$ cat src/rtl/axicb_pkg.sv
`default_nettype none
// ============================================================================
//  Module   : axicb_pkg
//  Purpose  : Shared types and helpers for the crossbar merge stage.
//             - merge_state_t : IDLE / HOLD / LOCKED arbitration states
//             - grant_width() : index width for an N-way selector (min 1)
//  Revision : 1.0 - initial release
// ============================================================================
package axicb_pkg;

  typedef enum logic [1:0] {
    ST_IDLE   = 2'd0,  // free to arbitrate
    ST_HOLD   = 2'd1,  // first beat offered but stalled; grant frozen
    ST_LOCKED = 2'd2   // inside a packet; grant held until last beat
  } merge_state_t;

  function automatic int grant_width(input int n);
    return (n > 1) ? $clog2(n) : 1;
  endfunction

endpackage
`default_nettype wire

$ cat src/rtl/axicb_round_robin.sv
`default_nettype none
// ============================================================================
//  Module   : axicb_round_robin
//  Purpose  : Combinational masked priority encoder. Returns the first
//             asserted request at or above i_ptr, wrapping past NB_REQ-1.
//  Ports    : i_req     - request vector
//             i_ptr     - priority pointer (highest-priority index)
//             o_gnt_oh  - one-hot grant (all zero when no request)
//             o_gnt_idx - binary grant index (0 when no request)
//  Revision : 1.0 - initial release
// ============================================================================
module axicb_round_robin #(
  parameter int NB_REQ = 4,
  parameter int IDX_W  = 2
) (
  input  logic [NB_REQ-1:0] i_req,
  input  logic [IDX_W-1:0]  i_ptr,
  output logic [NB_REQ-1:0] o_gnt_oh,
  output logic [IDX_W-1:0]  o_gnt_idx
);

  // w_cand[i] is the requester index examined at priority rank i.
  logic [IDX_W-1:0] w_cand [NB_REQ];

  generate
    for (genvar gi = 0; gi < NB_REQ; gi++) begin : g_cand
      logic [IDX_W:0] w_sum;
      assign w_sum       = {1'b0, i_ptr} + (IDX_W+1)'(gi);
      assign w_cand[gi]  = (w_sum >= (IDX_W+1)'(NB_REQ))
                         ? IDX_W'(w_sum - (IDX_W+1)'(NB_REQ))
                         : w_sum[IDX_W-1:0];
    end
  endgenerate

  always_comb begin
    o_gnt_idx = '0;
    // Walk from lowest priority to highest so the highest-priority hit wins.
    for (int i = NB_REQ - 1; i >= 0; i--) begin
      if (i_req[w_cand[i]]) o_gnt_idx = w_cand[i];
    end
    o_gnt_oh = '0;
    if (|i_req) o_gnt_oh[o_gnt_idx] = 1'b1;
  end

endmodule
`default_nettype wire

$ cat src/rtl/axicb_rr_merge.sv
`default_nettype none
// ============================================================================
//  Module   : axicb_rr_merge
//  Purpose  : N-to-1 round-robin merge in front of the crossbar pipeline
//             stage. Grant is locked from first beat to last beat so bursts
//             never interleave. Output path is combinational.
//  Ports    : aclk, areset (async), srst (sync) - clock and resets
//             i_valid/i_ready/i_data/i_last     - NB_INPUT requesters
//             o_valid/o_ready/o_data/o_last     - merged stream
//             o_grant                           - selected requester index
//  Revision : 1.0 - initial release
// ============================================================================
module axicb_rr_merge
  import axicb_pkg::*;
#(
  parameter int NB_INPUT   = 4,
  parameter int DATA_BUS_W = 8,
  parameter int USE_LAST   = 1,
  localparam int GW        = grant_width(NB_INPUT)
) (
  input  logic                           aclk,
  input  logic                           areset,
  input  logic                           srst,
  input  logic [NB_INPUT-1:0]            i_valid,
  output logic [NB_INPUT-1:0]            i_ready,
  input  logic [NB_INPUT*DATA_BUS_W-1:0] i_data,
  input  logic [NB_INPUT-1:0]            i_last,
  output logic                           o_valid,
  input  logic                           o_ready,
  output logic [DATA_BUS_W-1:0]          o_data,
  output logic                           o_last,
  output logic [GW-1:0]                  o_grant
);

  merge_state_t        r_state;
  logic [GW-1:0]       r_ptr;
  logic [GW-1:0]       r_gnt;

  logic [NB_INPUT-1:0] w_rr_oh;
  logic [GW-1:0]       w_rr_idx;
  logic [NB_INPUT-1:0] w_sel_oh;
  logic [GW-1:0]       w_sel;
  logic [GW-1:0]       w_ptr_nxt;
  logic                w_idle;
  logic                w_any;
  logic                w_quiet;
  logic                w_valid;
  logic                w_last;
  logic                w_accept;

  axicb_round_robin #(
    .NB_REQ (NB_INPUT),
    .IDX_W  (GW)
  ) u_rr (
    .i_req     (i_valid),
    .i_ptr     (r_ptr),
    .o_gnt_oh  (w_rr_oh),
    .o_gnt_idx (w_rr_idx)
  );

  assign w_idle  = (r_state == ST_IDLE);
  assign w_any   = |i_valid;
  assign w_sel   = w_idle ? w_rr_idx : r_gnt;
  // Outputs read as zero while in reset or idle with nothing to send.
  assign w_quiet = areset | (w_idle & ~w_any);

  always_comb begin
    w_sel_oh = '0;
    if (w_idle) w_sel_oh = w_rr_oh;
    else        w_sel_oh[r_gnt] = 1'b1;
  end

  assign w_valid  = ~areset & (w_idle ? w_any : i_valid[r_gnt]);
  assign w_last   = (USE_LAST != 0) ? i_last[w_sel] : 1'b1;
  assign w_accept = w_valid & o_ready;

  assign o_valid  = w_valid;
  assign i_ready  = w_sel_oh & {NB_INPUT{w_accept}};
  assign o_data   = w_quiet ? '0   : i_data[w_sel*DATA_BUS_W +: DATA_BUS_W];
  assign o_last   = w_quiet ? 1'b0 : w_last;
  assign o_grant  = w_sel;

  assign w_ptr_nxt = (w_sel == GW'(NB_INPUT - 1)) ? '0 : w_sel + 1'b1;

  always_ff @(posedge aclk or posedge areset) begin
    if (areset) begin
      r_state <= ST_IDLE;
      r_ptr   <= '0;
      r_gnt   <= '0;
    end else if (srst) begin
      r_state <= ST_IDLE;
      r_ptr   <= '0;
      r_gnt   <= '0;
    end else begin
      if (w_accept) begin
        if (w_last) begin
          // Packet complete: release and rotate priority past the winner.
          r_state <= ST_IDLE;
          r_ptr   <= w_ptr_nxt;
        end else begin
          r_state <= ST_LOCKED;
          r_gnt   <= w_sel;
        end
      end else if (w_idle && w_any) begin
        // Stalled first beat: freeze the choice so it cannot be preempted.
        r_state <= ST_HOLD;
        r_gnt   <= w_sel;
      end
    end
  end

endmodule
`default_nettype wire

$ cat config.mk
export PLATFORM = sky130hd
export DESIGN_NAME = axicb_rr_merge
export DESIGN_NICKNAME = d
export VERILOG_FILES = /design/src/rtl/axicb_pkg.sv /design/src/rtl/axicb_round_robin.sv /design/src/rtl/axicb_rr_merge.sv
export SDC_FILE = /design/constraint.sdc
export NUM_CORES = 1
export LEC_CHECK = 0
export BUFFER_PORTS_ARGS = -buffer_cell sky130_fd_sc_hd__buf_2
export CAP_MARGIN = 20
export CORE_ASPECT_RATIO = 0.7
export CORE_MARGIN = 2
export CORE_UTILIZATION = 30
export CTS_CLUSTER_DIAMETER = 200
export CTS_CLUSTER_SIZE = 14
export DETAILED_ROUTE_END_ITERATION = 16
export PLACE_DENSITY = 0.71
export SLEW_MARGIN = 15
export SYNTH_ARGS = -nofsm -noshare
export SYNTH_HDL_FRONTEND = slang
export SYNTH_SLANG_ARGS = --single-unit
$ cat constraint.sdc
create_clock -name aclk -period 2.5 [get_ports aclk]
set_input_delay 0.375 -clock aclk [delete_from_list [all_inputs] [get_ports aclk]]
set_output_delay 0.375 -clock aclk [all_outputs]
set_load 0.01 [all_outputs]
==> metrics.txt <==
status complete, no violations; first-pass GRT wire length between 4 and 5 mm; Num CTS Buffers 3; Synth top cells by count nand2_1 (21), mux2i_1 (17), and3_1 (8); r2r startpoint r_ptr[1]$_DFFE_PP0P_; Levels on crit path 8; final period utilization 96.5%; CTS tree built; Arr. time, crit path 2.04 ns; area occupied by registers 154 um2; Filler Cell Count between 200 and 300; Nets 228; wire per inst between 10 and 15 um; maxcap violations 0; cell taking the most area after synthesis mux2i_1; number of synthesized flops with an enable pin 0; GR Overflow Total 0; CP Data Required Time 2.12 ns; Worst setup SP type register; Synth Area per Inst 7.68 um2; root buffer cell clkbuf_8; min-delay worst type in -> async; Iter 0 DRT Violations 138; # rows 16; synthesized netlist cell count ~120; Final WS setup 0.0867 ns; Min Clock Period, post-route 2.41 ns; Synthesized Nets 159; Post-Layout Cell Count 218; ys flop type dfrtp_1; Via Count 1,113; Reg clk slew, reported paths 0.04 ns; vias in the first global route ~990; Warnings, synthesis 0; FF-to-FF setup slack 0.32 ns; Synth Register Bits 6; largest net degree at the start of global routing 27; pwr dens 466 nW/um2; Synth Cell Area 883 um2; most common cell in the synthesized netlist nand2_1; Avg Vias per Cell 5.11; FFs w/ async S/R, synth between 90% and 100%; Worst setup EP type primary output; CTS Buffer Depth 2; Routed WL 2.83 mm; slew margin rel. 69.8%; CP bufs+invs 2; CP Launch Point r_state[1]$_DFFE_PP0P_; CORE AREA 2800 um2; top-area cell type share of the netlist area ~19%; Worst-Margin Slew 0.451 ns; worst-path fanout max 26; diode count 0; post-route ant nets 0; DP Wirelength 2.32 mm; Area growth, synth to finish 52.0%; Setup Slack @ Placement between 0.09 and 0.1 ns; Initial DRT Pass Iterations 4; initial antenna violation count 0; Cells after DPL approximately 210; total clock sinks 6; Final Skew between 0.002 and 0.0025 ns; P_leak 0.677 nW; H-Tree Depth 1; largest cells by area after synthesis mux2i_1 (19%), dfrtp_1 (17%), nand2_1 (8.9%), and3_1 (5.7%), a2111oi_2 (3.4%); end of the critical path o_data[5]; Hold WS 0.0922 ns; post-synthesis sequential area ratio 17.0%; Starting Density 31.5%; FMAX 414 MHz; Final Util a little under half; worst-skew pair later-pin latency 0.22 ns; die area roughly 3400 um2; Cell variety after synth 37; CP cell instances or2_4 -> and2_1 -> a31o_1 -> buf_12 -> mux2i_1 -> nand2_1 -> and3_1 -> buf_2; peak supply drop 0.000419 V; I/O Pins 60; setup TNS 0 ns; Buffers on Ports 59; share of layout cells above drive strength 1 about 46%; slowest cell on the critical path dfrtp_2; Die Span Y between 40 and 50 um; Worst path top cell family by delay simple AND/OR/NAND/NOR gates; critical path class reg -> out; multi-input logic area 697 um2; Horiz. Die Dim 68.9 um; Setup-failing EPs final 0; worst reg2reg endpoint r_ptr[1]$_DFFE_PP0P_; Worst Reg-to-Reg Cells 7; slowest stage delay, CP 0.43 ns; RePlAce Congestion 0.819; Slew Limit Fails 0; final hold vios 0; DRC 0; gr usage total 17.0%
## cells in the final DEF, fill, tap and decap left out, types with 3 or more instances in the layout
| cell type | count |
|---|---|
| nor3_1 | 3 |
| clkbuf_8 | 3 |
| buf_4 | 10 |
| o21ai_0 | 3 |
| a21oi_1 | 4 |
| and3_1 | 8 |
| a31oi_1 | 4 |
| nor2_1 | 5 |
| buf_2 | 59 |
| dfrtp_2 | 3 |
| dfrtp_1 | 3 |
| inv_1 | 4 |
| nor2b_1 | 3 |
| mux2i_1 | 17 |
| nand2_1 | 21 |
## cell type report
class	count	share of cell area (%)
Clock buffer	3	3.08
Inverter	4	1.12
Multi-Input combinational cell	99	51.9
Sequential cell	6	11.5
Tap cell	36	3.36
Timing Repair Buffer	70	29.1
## worst min-delay path by stage
stage | startpoint | end | slack, ns | cells after the start
global route | areset | r_state[0]$_DFFE_PP0P_ | 0.11 | 2
finish | areset | r_state[0]$_DFFE_PP0P_ | 0.09 | 2
global placement | areset | r_state[0]$_DFFE_PP0P_ | 0.32 | 2
floorplan | areset | r_gnt[0]$_DFFE_PP0P_ | 0.17 | 1
CTS | areset | r_state[0]$_DFFE_PP0P_ | 0.09 | 2
detailed placement | areset | r_state[0]$_DFFE_PP0P_ | 0.32 | 2
## sequential cells by signal (all words and copies together), names as in the netlist
signal / count
r_ptr: 2
r_gnt: 2
r_state: 2
## cells by family after synthesis
group / count (synthesis) / synth area share [%]
buffers and inverters: 10 / 5.52
flip-flops: 6 / 17.0
AO/OA/AOI/OAI: 27 / 24.1
multiplexers: 18 / 21.8
AND/OR/NAND/NOR: 53 / 30.6
XOR/XNOR: 1 / 0.992
## power breakdown
part,switching [mW],internal (mW)
logic,0.185,0.175
registers,0.0163,0.109
clock network,0.0380,0.103
## routing by layer
metal | GRT usage (%) | wire length, um | part of all wire [%] | vias to the layer above
met5 | 0 | 0 | 0 | -
met4 | 2.29 | 0 | 0 | 0
met3 | 3.46 | 192 | 6.8 | 0
met2 | 23.4 | 1260 | 44 | 43
met1 | 27.3 | 1380 | 49 | 503
li1 | - | - | - | 567
## through the flow
step	power, mW	area, um2
floorplan	0.337	883
global placement	0.470	1270
detailed placement	0.471	1270
CTS	0.616	1310
global route	0.673	1340
finish	0.626	1340
## timing repair
action                                  4_1_cts  5_1_grt
buffers inserted                              0        2
endpoints found under the hold margin         0        0
resized for setup                             0        6
endpoints found under the setup margin        0       11
hold buffers                                  0        0
(Power assumes the default switching activity.)
